**config.mk**
```make
export PLATFORM = sky130hd
export DESIGN_NAME = fifo_rd_ctrl
export DESIGN_NICKNAME = d
export VERILOG_FILES = /design/src/rtl/fifo_rd_ctrl.sv
export SDC_FILE = /design/constraint.sdc
export NUM_CORES = 1
export LEC_CHECK = 0
export BUFFER_PORTS_ARGS = -buffer_cell sky130_fd_sc_hd__buf_2
export CAP_MARGIN = 40
export CORE_ASPECT_RATIO = 1.4
export CORE_MARGIN = 5
export CORE_UTILIZATION = 51
export CTS_CLUSTER_DIAMETER = 50
export DETAILED_ROUTE_END_ITERATION = 10
export PLACE_DENSITY = 0.8
export SLEW_MARGIN = 20
export SYNTH_ARGS = -nofsm -noshare
export SYNTH_HDL_FRONTEND = slang
export SYNTH_SLANG_ARGS = --single-unit
```
**constraint.sdc**
```tcl
create_clock -name clk -period 3 [get_ports clk]
set_input_delay 0.3 -clock clk [delete_from_list [all_inputs] [get_ports clk]]
set_output_delay 0.3 -clock clk [all_outputs]
set_load 0.03 [all_outputs]
```
**src/rtl/fifo_rd_ctrl.sv**
```systemverilog
// Read-domain controller for the async FIFO: owns the read pointer, drives the
// synchronous-read RAM and presents a first-word-fall-through valid/ready stream.
module fifo_rd_ctrl #(
  parameter int unsigned PtrWidth  = 2,
  parameter int unsigned DataWidth = 8
) (
  input  logic                  clk,
  input  logic                  rst_n,
  input  logic [PtrWidth:0]     i_wr_gray_ptr_sync,
  output logic                  o_mem_ren,
  output logic [PtrWidth-1:0]   o_mem_raddr,
  input  logic [DataWidth-1:0]  i_mem_rdata,
  output logic                  o_rd_valid,
  input  logic                  i_rd_ready,
  output logic [DataWidth-1:0]  o_rd_data,
  output logic [PtrWidth:0]     o_rd_gray_ptr,
  output logic                  o_empty,
  output logic [PtrWidth+1:0]   o_level
);

  localparam int unsigned PW = PtrWidth + 1;
  localparam int unsigned LW = PtrWidth + 2;

  logic [PW-1:0]        r_rd_bin_ptr;
  logic [PW-1:0]        r_rd_gray_ptr;
  logic                 r_pend;
  logic                 r_out_valid;
  logic                 r_skid_valid;
  logic [DataWidth-1:0] r_out_data;
  logic [DataWidth-1:0] r_skid_data;

  logic [PW-1:0]        w_wr_bin_sync;
  logic [PW-1:0]        w_rd_bin_next;
  logic [PW-1:0]        w_ptr_diff;
  logic [1:0]           w_occ;
  logic                 w_ram_empty;
  logic                 w_pop;
  logic                 w_ren;
  logic                 w_out_free;

  // Gray-to-binary of the synchronised write pointer
  always_comb begin
    w_wr_bin_sync         = '0;
    w_wr_bin_sync[PW-1]   = i_wr_gray_ptr_sync[PW-1];
    for (int i = int'(PW) - 2; i >= 0; i--) begin
      w_wr_bin_sync[i] = w_wr_bin_sync[i+1] ^ i_wr_gray_ptr_sync[i];
    end
  end

  assign w_ram_empty   = (r_rd_bin_ptr == w_wr_bin_sync);
  assign w_pop         = r_out_valid & i_rd_ready;
  assign w_occ         = 2'(r_pend) + 2'(r_out_valid) + 2'(r_skid_valid);
  assign w_ren         = rst_n & ~w_ram_empty & ((w_occ - 2'(w_pop)) < 2'd2);
  assign w_rd_bin_next = r_rd_bin_ptr + PW'(w_ren);
  assign w_ptr_diff    = w_wr_bin_sync - r_rd_bin_ptr;
  // Output slot can accept a word when empty or being drained this cycle
  assign w_out_free    = ~r_out_valid | i_rd_ready;

  assign o_mem_ren     = w_ren;
  assign o_mem_raddr   = r_rd_bin_ptr[PtrWidth-1:0];
  assign o_rd_valid    = r_out_valid;
  assign o_rd_data     = r_out_data;
  assign o_rd_gray_ptr = r_rd_gray_ptr;
  assign o_empty       = ~r_out_valid;
  assign o_level       = rst_n ? (LW'(w_ptr_diff) + LW'(w_occ)) : '0;

  // Read pointer and its registered Gray copy for the write domain
  always_ff @(posedge clk or negedge rst_n) begin
    if (!rst_n) begin
      r_rd_bin_ptr  <= '0;
      r_rd_gray_ptr <= '0;
      r_pend        <= 1'b0;
    end else begin
      r_rd_bin_ptr  <= w_rd_bin_next;
      r_rd_gray_ptr <= w_rd_bin_next ^ (w_rd_bin_next >> 1);
      r_pend        <= w_ren;
    end
  end

  // Output register plus skid: skid always drains first to keep FIFO order
  always_ff @(posedge clk or negedge rst_n) begin
    if (!rst_n) begin
      r_out_valid  <= 1'b0;
      r_skid_valid <= 1'b0;
      r_out_data   <= '0;
      r_skid_data  <= '0;
    end else if (w_out_free) begin
      if (r_skid_valid) begin
        r_out_valid <= 1'b1;
        r_out_data  <= r_skid_data;
        if (r_pend) begin
          r_skid_data <= i_mem_rdata;
        end else begin
          r_skid_valid <= 1'b0;
        end
      end else if (r_pend) begin
        r_out_valid <= 1'b1;
        r_out_data  <= i_mem_rdata;
      end else begin
        r_out_valid <= 1'b0;
      end
    end else if (r_pend) begin
      r_skid_valid <= 1'b1;
      r_skid_data  <= i_mem_rdata;
    end
  end

endmodule

```
==> run metrics, run 1 <==
Hold Fails Final Rpt 0; WHS Path Cells 2; Synth Warn # 0; CTS root buffer clkbuf_4; Critical Path End Type primary output; TNS Setup 0 ns; Seq cells post-synth 24; Peak Freq 0.351 GHz; number of remaining DRC errors 0; Reg-to-Reg Start r_pend; Async SR Flop Fraction 1.00; NumNets Final 166; Post-synth EDFFs 0; Total GRT Usage 0.132; Post-synth top cells dfrtp_1, o21ai_0, inv_1; vias in the first global route 866; Iteration-0 DRC Markers 7; Slew @ Worst Pin 0.339 ns; maximum fanout along the worst path 3; GPL Wtd Cong 0.723; Die Wd 52.1 um; prevailing post-synth register cell dfrtp_1; leading post-synthesis cells by cell area dfrtp_1, ha_1, mux2_2; # H-tree levels 1; pin count of the biggest net entering global routing 30; Port Buf Inserts 33; Final period util 0.949; leading area contributor after synthesis dfrtp_1; grt ovf 0; DR WL/cell 12.9 um; layout cells sized above 1 0.379; crit path cell chain buf_2 -> xor2_1 -> xnor2_1 -> ha_1 -> fa_1 -> fa_1 -> xnor3_1 -> nor2b_2 -> clkbuf_4; IO Count 34; worst path required time 2.70 ns; slowest stage delay, CP 0.45 ns; Vert. Die Dim 68.9 um; core area 2390 sq um; Post-Syn Nets 127; r2r endpoint o_rd_gray_ptr[1]; Crit path arrival time 2.55 ns; initial antenna violation count 0; count of cell types in the netlist 25; sequential share of the synthesized area 0.475; TritonCTS clock tree done; RSZ-0062 raised after global routing no; Total Die Area 3590 sq um; via/cell ratio 4.99; Antenna Cells 0; slew margin rel. 0.772; min-delay src i_rd_ready; Hold Crit Class input port to flip-flop; CP max-delay cell fa_1; Yosys top cell area share 0.475; CP Class input port to primary output; Reg clk slew, reported paths 0.13 ns; Max Slew Vio Count 0; top-count cell post-synth dfrtp_1; CP Launch Type input port; final WL 2240 um; CTS Sinks 24; Final Setup Violations 0; Final Skew 0.00708 ns; Reg2Reg Depth 8; DR pass1 iterations 4; first-pass GRT wire length 3590 um; worst hold endpoint o_rd_valid; fin crit period 2.85 ns; outcome finished clean; CTS buffer count 3; Cell Rows 21; Crit path max-delay family adder cells; Worst-Skew Late Latency 0.31 ns; Max-cap violations 0; via count 868; Final HPWL DP 1770 um; Fillers 204; worst path bufs/invs 2; r2r setup slk 0.68 ns; Mapped Area 1260 sq um; Routed Antenna Nets 0; Crit path top cell by count fa_1; synthesized area per cell 12.4 sq um; Syn-to-layout area delta 20.6%; initial core utilization 0.529; CTS max path bufs 2; Post-Syn Instances 102
[placed cells by master, fill, tap and decap left out, types with 4 or more instances in the layout]
master,count
buf_2,32
dfrtp_1,22
o21ai_0,17
inv_1,9
mux2i_1,8
mux2_2,8
ha_1,8
xor2_1,4
xnor2_1,4
clkbuf_4,4
[flip-flops by register name, summed over array words and instances (netlist names)]
name           cells
o_rd_data          8
r_skid_data        8
r_rd_bin_ptr       3
o_rd_gray_ptr      2
o_rd_valid         1
r_pend             1
r_skid_valid       1
[repair_timing]
| item | CTS | global route |
|---|---|---|
| hold buffers | 1 | 0 |
| gates resized for setup | 0 | 3 |
| endpoints found under the hold margin | 24 | 0 |
| endpoints found under the setup margin | 0 | 1 |
| buffers inserted | 0 | 1 |
[kinds of logic after synthesis]
family | count (synthesis) | share of synthesized area
xor+xnor | 9 | 0.0733
mux | 16 | 0.135
flops | 24 | 0.475
buf+inv | 12 | 0.0436
compound gates | 20 | 0.0891
simple gates | 10 | 0.0574
fa+ha+maj | 11 | 0.127
[area by class of cell]
cell class | count | area [sq um] | share of cell area
multi-input cells | 66 | 608 | 0.399
flip-flops and latches | 24 | 603 | 0.396
repair buffers | 37 | 200 | 0.131
well taps | 34 | 42.5 | 0.0279
clock buffers | 4 | 36.3 | 0.0238
inverters | 9 | 33.8 | 0.0222
[worst register-to-register path: cells and delay by family, from the launching register on]
kind | cells | cell delay, ns
AND/OR/NAND/NOR | 2 | 0.38
flip-flops | 1 | 0.47
adder cells (fa/ha/maj) | 3 | 0.87
XOR/XNOR | 3 | 0.52
[worst max-delay path by stage]
stage,startpoint,to,depth (start not counted)
after global placement,i_wr_gray_ptr_sync[2],o_level[2],9
after detailed placement,i_wr_gray_ptr_sync[2],o_level[2],9
after CTS,o_rd_valid,o_level[2],7
after global routing,o_rd_valid,o_level[2],7
final,i_wr_gray_ptr_sync[2],o_level[2],9
after floorplan,i_wr_gray_ptr_sync[1],o_level[2],7
[metal layers]
| layer | vias up | routed length, um | share of wire | global-route usage |
|---|---|---|---|---|
| li1 | 419 | - | - | - |
| met1 | 431 | 900 | 0.40 | 0.144 |
| met2 | 18 | 1230 | 0.55 | 0.263 |
| met3 | 0 | 107 | 0.048 | 0.0258 |
| met4 | 0 | 0 | 0 | 0.0197 |
| met5 | - | 0 | 0 | 0 |
[stage by stage]
stage	hold slack (ns)	utilization	std cells	setup WS [ns]	area, sq um
after global routing	0.216	0.637	174	0.0100	1520
after detailed placement	0.310	0.613	168	0.155	1470
after CTS	0.223	0.632	173	0.103	1510
after floorplan	0.00441	-	102	0.345	1260
final	0.216	0.637	174	0.153	1520
after global placement	0.306	0.613	168	0.230	1470
Power of run 1 is not shown: default switching activity piles up to over one toggle a cycle in this logic, so the estimate is an artifact.
==> inputs of run 2 (changes only) <==
--- a/config.mk
+++ b/config.mk
@@ -5,6 +5,7 @@
 export SDC_FILE = /design/constraint.sdc
 export NUM_CORES = 1
 export LEC_CHECK = 0
+export ABC_AREA = 1
 export BUFFER_PORTS_ARGS = -buffer_cell sky130_fd_sc_hd__buf_2
 export CAP_MARGIN = 40
 export CORE_ASPECT_RATIO = 1.4
==> run 2 against run 1 <==
Against the previous run: die area up 1.4%; clock skew grew 0.012 ns; design area grew 0.66%; clock-buffer cell count is 1 lower; flip-flop and latch count stayed put; worst setup slack better by 0.040 ns; first-iteration DRC count grew to 4.4 times the previous value; highest routed layer is now met4.
==> run metrics, run 2 <==
Max Slew Vio Count 0 (unchanged); count of cell types in the netlist 21 (-16%); Total GRT Usage 0.165 (+0.0327); cts repair resizes 0 (unchanged); Peak Freq 0.356 GHz (+1.4%); FF+latch area 601 sq um (-0.41%); worst path required time 2.70 ns (about the same); Iteration-0 DRC Markers 31 (+24); r2r setup slk 0.45 ns (-0.23 ns); Total Die Area 3640 sq um (+1.4%); Post-synth EDFFs 0 (unchanged); Port Buf Inserts 33 (unchanged); initial core utilization 0.532 (+0.00305); CTS max path bufs 2 (unchanged); Reg-to-Reg Start r_pend; maximum fanout along the worst path 12 (+9); outcome finished clean; grt ovf 0 (unchanged); most frequent cells in the layout nand2_1, buf_2, dfrtp_1, inv_1, nor2_1; Synth Warn # 0 (unchanged); Async SR Flop Fraction 1.00 (unchanged); Seq cells post-synth 24 (unchanged); Slew @ Worst Pin 0.487 ns (+0.148 ns); Fillers 218 (+6.9%); Hold Fails Final Rpt 0 (unchanged); sequential share of the synthesized area 0.467 (-0.00787); Worst-Skew Late Latency 0.33 ns (+0.02 ns); leading area contributor after synthesis dfrtp_1; Final HPWL DP 2040 um (+15%); Post-Syn Nets 168 (+32%); Reg clk slew, reported paths 0.14 ns (about the same); Mapped Area 1280 sq um (+1.7%); Post-synth top cells nand2_1, dfrtp_1, inv_1; GPL Wtd Cong 0.748 (+3.5%); CTS Sinks 24 (unchanged); worst hold endpoint r_skid_data[4]; top-count cell post-synth nand2_1; r2r endpoint o_rd_gray_ptr[1]; CP Class flip-flop to primary output; prevailing post-synth register cell dfrtp_1; CTS root buffer clkbuf_4; via/cell ratio 4.96 (-0.53%); via count 1052 (+21%); Final Skew 0.0191 ns (+0.0120 ns); layout cells sized above 1 0.236 (-0.143); Cell Rows 21 (unchanged); DR pass1 iterations 4 (unchanged); leading cell type in the layout, fill and taps excluded nand2_1; fin crit period 2.81 ns (-0.0405 ns); Max-cap violations 0 (unchanged); WHS Path Cells 3 (+1); Vert. Die Dim 69.4 um (+0.71%); multi-input logic area 596 sq um (-2.1%); Syn-to-layout area delta 19.4%; RSZ-0062 raised after global routing no; NumNets Final 204 (+23%); first-pass GRT wire length 4660 um (+30%); core area 2420 sq um (+1.1%); CTS buffer count 3 (unchanged); Final Setup Violations 0 (unchanged); final WL 2650 um (+18%); Routed Antenna Nets 0 (unchanged); Critical Path End Type primary output; DR WL/cell 12.5 um (-2.8%); TNS Setup 0 ns (unchanged); slew margin rel. 0.675 (-0.0968); Post-Syn Instances 143 (+40%); min-delay src i_mem_rdata[4]; CP Launch Type flip-flop; Reg2Reg Depth 8 (unchanged); leading post-synthesis cells by cell area dfrtp_1, nand2_1, ha_1; Die Wd 52.4 um (+0.67%); vias in the first global route 1066 (+23%); Final period util 0.936 (-0.0135); number of remaining DRC errors 0 (unchanged); synthesized area per cell 8.99 sq um (-27%); Crit path arrival time 2.51 ns (-0.04 ns); pin count of the biggest net entering global routing 30 (unchanged); Antenna Cells 0 (unchanged); Hold Crit Class input port to flip-flop; TritonCTS clock tree done; # H-tree levels 1 (unchanged); initial antenna violation count 0 (unchanged); IO Count 34 (unchanged); Yosys top cell area share 0.467 (-0.00787)
[run 2: changes by cell type after synthesis, sizes merged, moves of 2 or more]
cell   before  now
nand2       0   44
o21ai      18    0
nor2        1   12
nand3       1   11
mux2        8    0
a31oi       1    8
inv         9   16
mux2i       8    1
nor2b       3    0
xnor2       4    1
a21oi       1    3
[run 2: logic make-up (layout without fill, tap and decap cells)]
kind of cell    count (synthesis)  after routing  synth area share
compound gates                 11             11            0.0594
xor+xnor                        6              6            0.0409
fa+ha+maj                      11             11             0.125
buf+inv                        20             55            0.0691
flops                          24             24             0.467
mux                             1              1           0.00779
simple gates                   70             70             0.231
[run 2: worst max-delay path by stage]
stage                                startpoint               end  slack, ns
after floorplan                      o_rd_valid  o_rd_gray_ptr[1]       0.28
after global placement    i_wr_gray_ptr_sync[2]        o_level[2]       0.38
after detailed placement  i_wr_gray_ptr_sync[2]        o_level[2]       0.25
after CTS                                r_pend        o_level[2]       0.17
after global routing                     r_pend        o_level[2]       0.03
final                                    r_pend        o_level[2]       0.19
[run 2: layout make-up]
cell class | count | share of cell area
Inverter | 16 | 0.0392
Sequential cell | 24 | 0.392
Multi-Input combinational cell | 99 | 0.388
Timing Repair Buffer | 35 | 0.119
Tap cell | 34 | 0.0277
Clock buffer | 3 | 0.0147
Clock inverter | 1 | 0.0196
[run 2: metal layers]
metal  vias to the layer above  GRT usage  part of all wire
met1                       484      0.211              0.41
met2                        32      0.264              0.51
li1                        528          -                 -
met5                         -          0                 0
met4                         0     0.0938             0.029
met3                         8     0.0151             0.043
[run 2: critical path: stages, from the launching register on]
cell and delay (ns):
dfrtp_1 0.58, fa_1 0.60, ha_1 0.17, inv_1 0.06, fa_1 0.36, inv_1 0.07, nand3_1 0.08, nand2_1 0.07
nor2_1 0.04, buf_2 0.17
[run 2: what timing repair did]
action,4_1_cts,5_1_grt
hold endpoints to repair,24,0
setup buffers,0,0
hold buffers,1,0
[run 2: through the flow]
step | utilization | hold WS [ns] | std cells | instance area [sq um] | worst slack (ns)
2_1_floorplan | - | 0.00441 | 143 | 1280 | 0.281
3_3_place_gp | 0.609 | 0.310 | 207 | 1470 | 0.383
3_5_place_dp | 0.609 | 0.316 | 207 | 1470 | 0.252
4_1_cts | 0.635 | 0.210 | 212 | 1530 | 0.173
5_1_grt | 0.635 | 0.213 | 212 | 1530 | 0.0305
6_report | 0.635 | 0.213 | 212 | 1530 | 0.193
Power of run 2 is left out for the same reason.
